## config.mk

```make
export PLATFORM = sky130hd
export DESIGN_NAME = csa_final_adder
export DESIGN_NICKNAME = d
export VERILOG_FILES = /design/src/rtl/mult_pkg.sv /design/src/rtl/csa_final_adder_chunk_adder.sv /design/src/rtl/csa_final_adder.sv
export SDC_FILE = /design/constraint.sdc
export NUM_CORES = 1
export LEC_CHECK = 0
export CORE_ASPECT_RATIO = 1.25
export CORE_UTILIZATION = 30
export CTS_CLUSTER_DIAMETER = 120
export DETAILED_ROUTE_END_ITERATION = 10
export PLACE_DENSITY = 0.62
export SLEW_MARGIN = 10
export SYNTH_ARGS = -nofsm -noshare
export SYNTH_HDL_FRONTEND = slang
export SYNTH_SLANG_ARGS = --single-unit
```

## constraint.sdc

```tcl
create_clock -name clk -period 6.8 [get_ports clk]
set_input_delay 1.02 -clock clk [delete_from_list [all_inputs] [get_ports clk]]
set_output_delay 1.02 -clock clk [all_outputs]
set_load 0.01 [all_outputs]
```

## src/rtl/mult_pkg.sv

```systemverilog
// Shared types and sizing helpers for the multiplier datapath.
package mult_pkg;

    localparam int N_DEF     = 32;
    localparam int CHUNK_DEF = 16;

    typedef enum logic [1:0] {
        IDLE = 2'd0,
        ADD  = 2'd1,
        DONE = 2'd2
    } state_t;

    function automatic int nchunk(input int n, input int chunk);
        return (2 * n) / chunk;
    endfunction

    // The final adder only supports a 2N-bit word split into whole slices.
    function automatic bit chunk_fits(input int n, input int chunk);
        return (chunk > 0) && (((2 * n) % chunk) == 0);
    endfunction

endpackage

```

## src/rtl/csa_final_adder_chunk_adder.sv

```systemverilog
// One CHUNK-bit slice of the carry-propagate adder; purely combinational.
module chunk_adder #(
    parameter int CHUNK = 16
) (
    input  logic [CHUNK-1:0] a,
    input  logic [CHUNK-1:0] b,
    input  logic             cin,
    output logic [CHUNK-1:0] s,
    output logic             cout
);

    assign {cout, s} = {1'b0, a} + {1'b0, b} + {{CHUNK{1'b0}}, cin};

endmodule

```

## src/rtl/csa_final_adder.sv

```systemverilog
// Resolves the compressor tree's sum/carry rows into a 2N-bit product,
// one CHUNK-bit slice per clock, with valid/ready on both sides.
//
// state | meaning
// IDLE  | waiting for a vector pair; in_ready high
// ADD   | rippling one slice per cycle, idx selects the slice
// DONE  | product/cout valid and held until out_ready
module csa_final_adder
    import mult_pkg::*;
#(
    parameter int N     = N_DEF,
    parameter int CHUNK = CHUNK_DEF
) (
    input  logic           clk,
    input  logic           reset,
    input  logic           in_valid,
    output logic           in_ready,
    input  logic [2*N-1:0] sum_vec,
    input  logic [2*N-1:0] carry_vec,
    output logic           out_valid,
    input  logic           out_ready,
    output logic [2*N-1:0] product,
    output logic           cout
);

    localparam int W      = 2 * N;
    localparam int NCHUNK = nchunk(N, CHUNK);
    localparam int IDXW   = $clog2(NCHUNK + 1);

    if (!chunk_fits(N, CHUNK)) begin : g_bad_chunk
        $error("csa_final_adder: 2*N must be a multiple of CHUNK");
    end

    state_t            state_q, state_d;
    logic [W-1:0]      sum_q, sum_d;
    logic [W-1:0]      cvec_q, cvec_d;
    logic [IDXW-1:0]   idx_q, idx_d;
    logic              carry_q, carry_d;
    logic [W-1:0]      product_q, product_d;
    logic              cout_q, cout_d;

    logic [CHUNK-1:0]  add_a, add_b, add_s;
    logic              add_c;

    always_comb begin
        add_a = '0;
        add_b = '0;
        for (int k = 0; k < NCHUNK; k++) begin
            if (idx_q == IDXW'(k)) begin
                add_a = sum_q[k*CHUNK +: CHUNK];
                add_b = cvec_q[k*CHUNK +: CHUNK];
            end
        end
    end

    chunk_adder #(.CHUNK(CHUNK)) u_chunk_adder (
        .a    (add_a),
        .b    (add_b),
        .cin  (carry_q),
        .s    (add_s),
        .cout (add_c)
    );

    always_comb begin
        state_d   = state_q;
        sum_d     = sum_q;
        cvec_d    = cvec_q;
        idx_d     = idx_q;
        carry_d   = carry_q;
        product_d = product_q;
        cout_d    = cout_q;
        in_ready  = 1'b0;
        out_valid = 1'b0;
        case (state_q)
            IDLE: begin
                in_ready = ~reset;
                if (in_valid) begin
                    sum_d   = sum_vec;
                    cvec_d  = carry_vec;
                    idx_d   = '0;
                    carry_d = 1'b0;
                    state_d = ADD;
                end
            end
            ADD: begin
                for (int k = 0; k < NCHUNK; k++) begin
                    if (idx_q == IDXW'(k)) begin
                        product_d[k*CHUNK +: CHUNK] = add_s;
                    end
                end
                carry_d = add_c;
                idx_d   = idx_q + IDXW'(1);
                if (idx_q == IDXW'(NCHUNK - 1)) begin
                    cout_d  = add_c;
                    state_d = DONE;
                end
            end
            DONE: begin
                out_valid = 1'b1;
                if (out_ready) begin
                    state_d = IDLE;
                end
            end
            default: state_d = IDLE;
        endcase
    end

    always_ff @(posedge clk) begin
        if (reset) begin
            state_q   <= IDLE;
            sum_q     <= '0;
            cvec_q    <= '0;
            idx_q     <= '0;
            carry_q   <= 1'b0;
            product_q <= '0;
            cout_q    <= 1'b0;
        end else begin
            state_q   <= state_d;
            sum_q     <= sum_d;
            cvec_q    <= cvec_d;
            idx_q     <= idx_d;
            carry_q   <= carry_d;
            product_q <= product_d;
            cout_q    <= cout_d;
        end
    end

    assign product = product_q;
    assign cout    = cout_q;

endmodule
```

==> flow_summary.ini, run 1 <==
[routing]
vias_per_cell = 4.928
wl_um = 27670
vias = 8319
drtAntennaViolNets = 0
drc = 0
drt-initial-drc-count = 427
dr.pass1.iters = 5
wl_per_cell_um = 16.39

[synthesis]
syn_inst = 1148
yosysUniqueCellTypes = 47
synthArstFlopShare_pct = 0
synth_ff_type = dfxtp_1
synthesis.area_um2 = 8822
yosysSeqAreaShare_pct = 45.16
synth-edff-count = 0
synth.avg_cell_area_um2 = 7.685
synth_seq_cells = 199
synth_warnings = 0
syn_nets = 1302

[timing]
maxSlewHeadroom_pct = 33.22
rsz0062_at_grt = false
period_needed_ns = 4.338
drv_slew = 0
fin_skew_ns = 0.01142
fin_crit_sh_pct = 63.79
finalWorstSetupSlack_ns = 2.462
whs_ns = 0.4528
fmax_ghz = 0.2305
finalHoldViolCount = 0
final-setup-viol-count = 0
worst_pin_slew_ns = 0.9993
tns_ns = 0

[placement]
dp_hpwl_um = 20160
finalWeightedCongestion = 0.8870
port_buffers = 198
placed_cells = 1656
post-place-ws_ns = 2.482

[finish]
fin_util_pct = 40.65
drive_gt1_share_pct = 4.468
final_nets = 1439
instances_no_fill = 1688
synthToLayoutAreaGrowth_pct = 32.05
diodes = 0

[clock_network]
post_cts_buffers = 0
clockBufferDepth = 2
clk_pin_slew_ns = 0.08
cts_hold_buf = 0
htreeDepth = 4
ctsResizeCount = 0
cts_buffers = 17
clk_latency_ns = 0.44
cts_root_buf = clkbuf_16
clock_sinks = 199
cts_tree = yes

[global_route]
grt_pass1_wl_um = 42680
grt_overflow = 0
antenna_found_initial = 0
grt_max_degree = 139
grt_pass1_vias = 7899
grt_use_total_pct = 18.27

[worst_setup_path]
path_buf_inv = 2
cp_max_fo = 19
path_common_cell = fa_1
reg2reg_depth = 15
crit_start = idx_q[1]
start_kind = register
r2r_slack_ns = 2.46
cp-endpoint = product[26]
end_kind = register
worstReg2RegEnd = product[26]
critPathArrivalTime_ns = 4.64
crit_required_ns = 7.11
cp.depth = 15
crit_chain = inv_1 -> ha_1 -> nor2b_2 -> buf_4 -> a221oi_1 -> nor3_1 -> a21oi_1 -> fa_1 -> fa_1 -> nand2b_1 -> a21o_1 -> a31oi_1 -> mux2i_1 -> a2111oi_2 -> o21ai_0
r2r_start = idx_q[1]
critPathMaxStageDelay_ns = 0.55
critPathTopFamily = compound AO/OA/AOI/OAI gates
crit_path_top_delay_cell = nor2b_2
critical_path_class = reg -> reg

[run]
maxCapViolCount = 0

[power]
vdd_ir_drop_max_mv = 0.1177
p_leak_nw = 4.145
power_density_nw_per_um2 = 234.3

[floorplanning]
die_x_um = 155.4
dieArea_um2 = 30100
core_area_um2 = 28660
dieHeight_um = 193.7
initial_utilization_pct = 30.78
rows = 69
ios = 199

[hold_path]
hp-class = reg -> reg

[outcome]
run_status = finished clean
==> worst min-delay path, stage by stage (launching register included) <==
cell	delay, ns
dfxtp_1	0.31
nand2_1	0.05
a21oi_1	0.05
==> cell usage after synthesis (2+ instances only) <==
| master | n | share of area (%) |
|---|---|---|
| nand2_1 | 349 | 15 |
| o211ai_1 | 4 | 0.34 |
| and2_1 | 4 | 0.28 |
| a21oi_1 | 176 | 10 |
| and3_1 | 2 | 0.14 |
| fa_1 | 2 | 0.45 |
| buf_1 | 3 | 0.13 |
| clkbuf_1 | 83 | 3.5 |
| or2_2 | 2 | 0.14 |
| a221oi_1 | 4 | 0.40 |
| dfxtp_1 | 199 | 45 |
| o2111ai_1 | 4 | 0.40 |
| a2111oi_2 | 2 | 0.34 |
| o311ai_0 | 4 | 0.40 |
| nor2b_1 | 5 | 0.35 |
| ha_1 | 20 | 2.8 |
| xor2_1 | 4 | 0.40 |
| a211o_1 | 4 | 0.40 |
| buf_2 | 4 | 0.23 |
| nor3b_1 | 10 | 0.85 |
| inv_1 | 8 | 0.34 |
| nand4b_1 | 4 | 0.40 |
| nor2_1 | 33 | 1.4 |
| a31oi_1 | 3 | 0.21 |
| or4_1 | 4 | 0.34 |
| nand2b_1 | 8 | 0.57 |
| a21oi_2 | 2 | 0.20 |
| o21a_1 | 2 | 0.17 |
| nand3b_1 | 25 | 2.1 |
| a211oi_1 | 10 | 0.85 |
| nor4_1 | 5 | 0.35 |
| nor3_1 | 13 | 0.74 |
| o31a_1 | 2 | 0.20 |
| or3_1 | 2 | 0.14 |
| o21ai_0 | 81 | 4.6 |
| a221o_1 | 28 | 3.2 |
| o21ai_1 | 4 | 0.23 |
| nand3_1 | 11 | 0.62 |
| a21o_1 | 4 | 0.34 |
| nand4_1 | 3 | 0.21 |
| xnor2_1 | 5 | 0.50 |
==> through the flow <==
step / power (mW) / cell area (um2)
2_1_floorplan: 1.538 / 8822
3_3_place_gp: 1.742 / 11050
3_5_place_dp: 1.746 / 11050
4_1_cts: 2.761 / 11650
5_1_grt: 2.862 / 11650
6_report: 2.730 / 11650
==> layer usage <==
metal	vias up	global-route usage (%)	wire length (um)
met4	0	6.718	659
li1	4223	-	-
met2	229	30.51	13330
met5	-	0	0
met3	29	3.129	1205
met1	3838	23.42	12480
==> cell families after synthesis <==
logic type | share of synthesized area [%]
xor+xnor | 0.8934
simple gates | 23.64
fa+ha+maj | 3.290
mux | 0.1135
compound gates | 22.68
flops | 45.16
buf+inv | 4.226
==> layout by cell type (no fill, tap or decap), types with 4 or more instances in the layout <==
cell             count
nand2b_1             8
xnor2_1              5
nand3_1             11
a221o_1             28
nor2_1              32
o311ai_0             4
o2111ai_1            4
or4_1                4
a211o_1              4
ha_1                19
dfxtp_1            199
xor2_1               4
a221oi_1             4
clkbuf_16           17
a21oi_1            176
inv_1                8
clkinv_8             6
a211oi_1            10
nand3b_1            25
clkdlybuf4s50_1    197
o211ai_1             4
o21ai_1              4
nand4b_1             4
a21o_1               4
nand2_1            348
nor3b_1             10
o21ai_0             81
nor3_1              13
nor4_1               5
buf_4               10
==> cell type report <==
| type | count | area [um2] |
|---|---|---|
| Sequential cell | 199 | 3984 |
| Timing Repair Buffer | 208 | 2058 |
| Tap cell | 390 | 488.0 |
| Clock inverter | 15 | 178.9 |
| Multi-Input combinational cell | 851 | 4486 |
| Inverter | 8 | 30.03 |
| Clock buffer | 17 | 425.4 |
| Fill cell | 3027 | 17010 |
==> sequential cells by signal (all words and copies together), names as in the netlist <==
register	count
cout	1
idx_q	3
carry_q	1
sum_q	64
cvec_q	64
product	64
state_q	2
==> report_power, final <==
| group | internal (mW) | switching (mW) | leakage (nW) |
|---|---|---|---|
| registers | 1.22 | 0.0330 | 1.63 |
| clock network | 0.496 | 0.517 | 0.285 |
| logic | 0.191 | 0.269 | 2.23 |
| total | 1.91 | 0.820 | 4.15 |
==> how the worst min path moves through the flow <==
| stage | from | end | depth (start not counted) |
|---|---|---|---|
| floorplan | cvec_q[34] | cvec_q[34] | 2 |
| global placement | cvec_q[37] | cvec_q[37] | 2 |
| detailed placement | cvec_q[36] | cvec_q[36] | 2 |
| CTS | cvec_q[41] | cvec_q[41] | 2 |
| global route | product[55] | product[55] | 2 |
| finish | cvec_q[35] | cvec_q[35] | 2 |
Note: power is estimated with default switching activity, not from simulation.
==> inputs of run 2 (changes only) <==
- clock period: 6.8 -> 4.1 ns (I/O delays scaled with it)
==> flow_summary.ini, run 2 (synthesis results as in run 1) <==
[outcome]
run_status = finished clean

[worst_setup_path]
cp_max_fo = 18
critPathArrivalTime_ns = 4.16
crit_required_ns = 4.42
end_kind = register
start_kind = register
critical_path_class = reg -> reg

[global_route]
antenna_found_initial = 0
grt_use_total_pct = 18.65
grt_pass1_wl_um = 43390
grt_max_degree = 131
grt_overflow = 0
grt_pass1_vias = 7884

[timing]
whs_ns = 0.4532
drv_slew = 0
maxSlewHeadroom_pct = 19.65
final-setup-viol-count = 0
finalHoldViolCount = 0
rsz0062_at_grt = false
period_needed_ns = 3.843
worst_pin_slew_ns = 1.201
finalWorstSetupSlack_ns = 0.2574
fin_skew_ns = 0.01766
fmax_ghz = 0.2602
tns_ns = 0
fin_crit_sh_pct = 93.72

[routing]
dr.pass1.iters = 6
wl_um = 28120
vias = 8420
drc = 0
wl_per_cell_um = 16.59
drt-initial-drc-count = 622
vias_per_cell = 4.968
drtAntennaViolNets = 0

[placement]
port_buffers = 198
dp_hpwl_um = 20730
post-place-ws_ns = 0.2985
finalWeightedCongestion = 0.8987

[finish]
synthToLayoutAreaGrowth_pct = 32.76
fillerInstances = 2995
multi_input_area_um2 = 4498
mostFrequentLayoutCell = nand2_1
final_nets = 1446
diodes = 0
layout_common_cells = nand2_1 (348), dfxtp_1 (199), clkdlybuf4s50_1 (197)
regArea_um2 = 3984
fin_util_pct = 40.86
drive_gt1_share_pct = 4.904

[hold_path]
hp-class = reg -> reg

[clock_network]
clock_sinks = 199
post_cts_buffers = 0
clk_pin_slew_ns = 0.08
clk_latency_ns = 0.45
htreeDepth = 4
cts_hold_buf = 0
cts_buffers = 17
clockBufferDepth = 2
ctsResizeCount = 0
cts_root_buf = clkbuf_16
cts_tree = yes

[floorplanning]
initial_utilization_pct = 30.78
core_area_um2 = 28660
rows = 69
dieHeight_um = 193.7
die_x_um = 155.4
dieArea_um2 = 30100
ios = 199

[power]
vdd_ir_drop_max_mv = 0.2838
power_density_nw_per_um2 = 387.2
p_total_mw = 4.535
p_leak_nw = 4.190

[run]
maxCapViolCount = 0
==> run 2: per-layer routing <==
| metal | track usage [%] | wire length (um) |
|---|---|---|
| met1 | 24.08 | 12370 |
| met2 | 31.26 | 13630 |
| met3 | 2.794 | 1466 |
| met4 | 6.790 | 658 |
| met5 | 0 | 0 |
==> run 2: worst paths after layout <==
path | start | end | slack, ns | cells past startpoint
setup / recovery | idx_q[1] | product[42] | 0.26 | 15
hold / removal | product[2] | product[2] | 0.45 | 2
hold reg to reg | product[2] | product[2] | 0.45 | 2
setup reg to reg | idx_q[1] | product[42] | 0.26 | 15
==> run 2: through the flow <==
stage / instances / cell area [um2]
6_report: 1695 / 11710
5_1_grt: 1695 / 11710
4_1_cts: 1695 / 11700
3_5_place_dp: 1663 / 11120
3_3_place_gp: 1663 / 11120
2_1_floorplan: 1148 / 8822
==> run 2: report_power, final <==
part	switching [mW]	total, mW	internal, mW	leakage [nW]
Combinational	0.446	0.779	0.332	2.28
Sequential	0.0628	2.09	2.03	1.63
Clock	0.790	1.66	0.874	0.284
Total	1.30	4.53	3.24	4.19
==> run 2: layout make-up <==
type | instances | area share, %
clock inverter | 13 | 1.143
tap | 390 | 4.166
inverter | 8 | 0.2564
timing repair buffer | 215 | 18.24
multi-input combinational | 851 | 38.40
sequential | 199 | 34.01
clock buffer | 19 | 3.782
==> run 2: critical path, cell delays in order, from the launching register on <==
cell and delay (ns):
dfxtp_1 0.34, inv_1 0.08, ha_1 0.19, nor2b_2 0.18
buf_4 0.23, a221oi_1 0.11, nor3_1 0.17, a21oi_1 0.08
fa_1 0.45, fa_1 0.43, nand2b_1 0.19, a21o_1 0.20
a31oi_1 0.32, mux2i_1 0.17, a2111oi_4 0.41, o21ai_0 0.16
==> inputs of run 3 (changes only) <==
- CTS_BUF_LIST: not set -> sky130_fd_sc_hd__clkbuf_2 sky130_fd_sc_hd__clkbuf_4 sky130_fd_sc_hd__clkbuf_8
- SKIP_CTS_REPAIR_TIMING: not set -> 1
==> flow_summary.ini, run 3 (synthesis results as in run 1) <==
[routing]
wl_um = 27980
wl_per_cell_um = 16.51
vias_per_cell = 4.969
vias = 8423
drtAntennaViolNets = 0
dr.pass1.iters = 6
drc = 0
drt-initial-drc-count = 652

[clock_network]
clk_pin_slew_ns = 0.11
cts_buffers = 17
htreeDepth = 4
cts_root_buf = clkbuf_8
clk_latency_ns = 0.48
clockBufferDepth = 2
clock_sinks = 199
cts_tree = yes

[floorplanning]
ios = 199
dieArea_um2 = 30100
die_x_um = 155.4
rows = 69
initial_utilization_pct = 30.78
core_area_um2 = 28660
dieHeight_um = 193.7

[timing]
final-setup-viol-count = 0
fmax_ghz = 0.2601
tns_ns = 0
finalHoldViolCount = 0
whs_ns = 0.4573
drv_slew = 0
fin_crit_sh_pct = 93.77
worst_pin_slew_ns = 1.163
fin_skew_ns = 0.01893
maxSlewHeadroom_pct = 22.21
period_needed_ns = 3.845
rsz0062_at_grt = false
finalWorstSetupSlack_ns = 0.2552

[finish]
fillerInstances = 3023
regArea_um2 = 3984
final_cell_area_um2 = 11520
layout_common_cells = nand2_1 (348), dfxtp_1 (199), clkdlybuf4s50_1 (197)
diodes = 0
instances_no_fill = 1695
drive_gt1_share_pct = 4.981
multi_input_area_um2 = 4498
synthToLayoutAreaGrowth_pct = 30.63
final_nets = 1446
fin_util_pct = 40.21
mostFrequentLayoutCell = nand2_1

[worst_setup_path]
path_buf_inv = 2
start_kind = register
critPathTopFamily = compound AO/OA/AOI/OAI gates
critical_path_class = reg -> reg
crit_required_ns = 4.45
cp_max_fo = 18
critPathMaxStageDelay_ns = 0.45
path_common_cell = fa_1
crit_chain = inv_1 -> ha_1 -> nor2b_2 -> buf_4 -> a221oi_1 -> nor3_1 -> a21oi_1 -> fa_1 -> fa_1 -> nand2b_1 -> a21o_1 -> a31oi_1 -> mux2i_1 -> a2111oi_4 -> o21ai_0
crit_path_top_delay_cell = fa_1
end_kind = register
critPathArrivalTime_ns = 4.20

[placement]
placed_cells = 1663
dp_hpwl_um = 20730
finalWeightedCongestion = 0.8987
place_area_um2 = 11120
port_buffers = 198
post-place-ws_ns = 0.2985

[outcome]
run_status = finished clean

[global_route]
grt_pass1_vias = 7908
grt_max_degree = 131
grt_use_total_pct = 18.63
grt_pass1_wl_um = 43480
antenna_found_initial = 0
grt_overflow = 0

[power]
power_density_nw_per_um2 = 358.5
p_leak_nw = 4.106
vdd_ir_drop_max_mv = 0.1861
p_total_mw = 4.131

[run]
maxCapViolCount = 0

[hold_path]
hp-class = reg -> reg
[run 3: changes by cell type in the layout (fill, tap and decap cells not counted)]
cell	before	now
clkbuf_16	17	0
clkbuf_1	1	0
clkbuf_4	0	1
clkbuf_8	1	18
[run 3: worst reg2reg max path: cells and delay by family, from the launching register on]
kind | cells | cell delay, ns
buffers and inverters | 2 | 0.31
adder cells (fa/ha/maj) | 3 | 1.06
AND/OR/NAND/NOR | 3 | 0.54
multiplexers | 1 | 0.18
AO/OA/AOI/OAI | 6 | 1.27
flip-flops | 1 | 0.36
[run 3: final timing paths]
check,from,endpoint,slack [ns],cells after the start
max,idx_q[1],product[42],0.26,15
min,product[21],product[21],0.46,2
max reg2reg,idx_q[1],product[42],0.26,15
min reg2reg,product[21],product[21],0.46,2
[run 3: where the power goes]
group	total [mW]	internal [mW]	leakage, nW	switching [mW]
registers	2.09	2.03	1.63	0.0627
clock network	1.26	0.524	0.201	0.737
logic	0.779	0.332	2.28	0.447
total	4.13	2.89	4.11	1.25
[run 3: area by class of cell]
class                   instances  share of cell area, %
multi-input cells             851                  39.03
flip-flops and latches        199                  34.57
repair buffers                215                  18.53
well taps                     390                  4.234
clock buffers                  19                  2.215
clock inverters                13                  1.162
inverters                       8                 0.2606
[run 3: metal layers]
layer	up-vias	wire (um)	part of all wire (%)	GRT usage (%)
li1	4239	-	-	-
met1	3893	12470	45	24.21
met2	271	13630	49	31.69
met3	20	1496	5.3	2.816
met4	0	390	1.4	5.338
met5	-	0	0	0
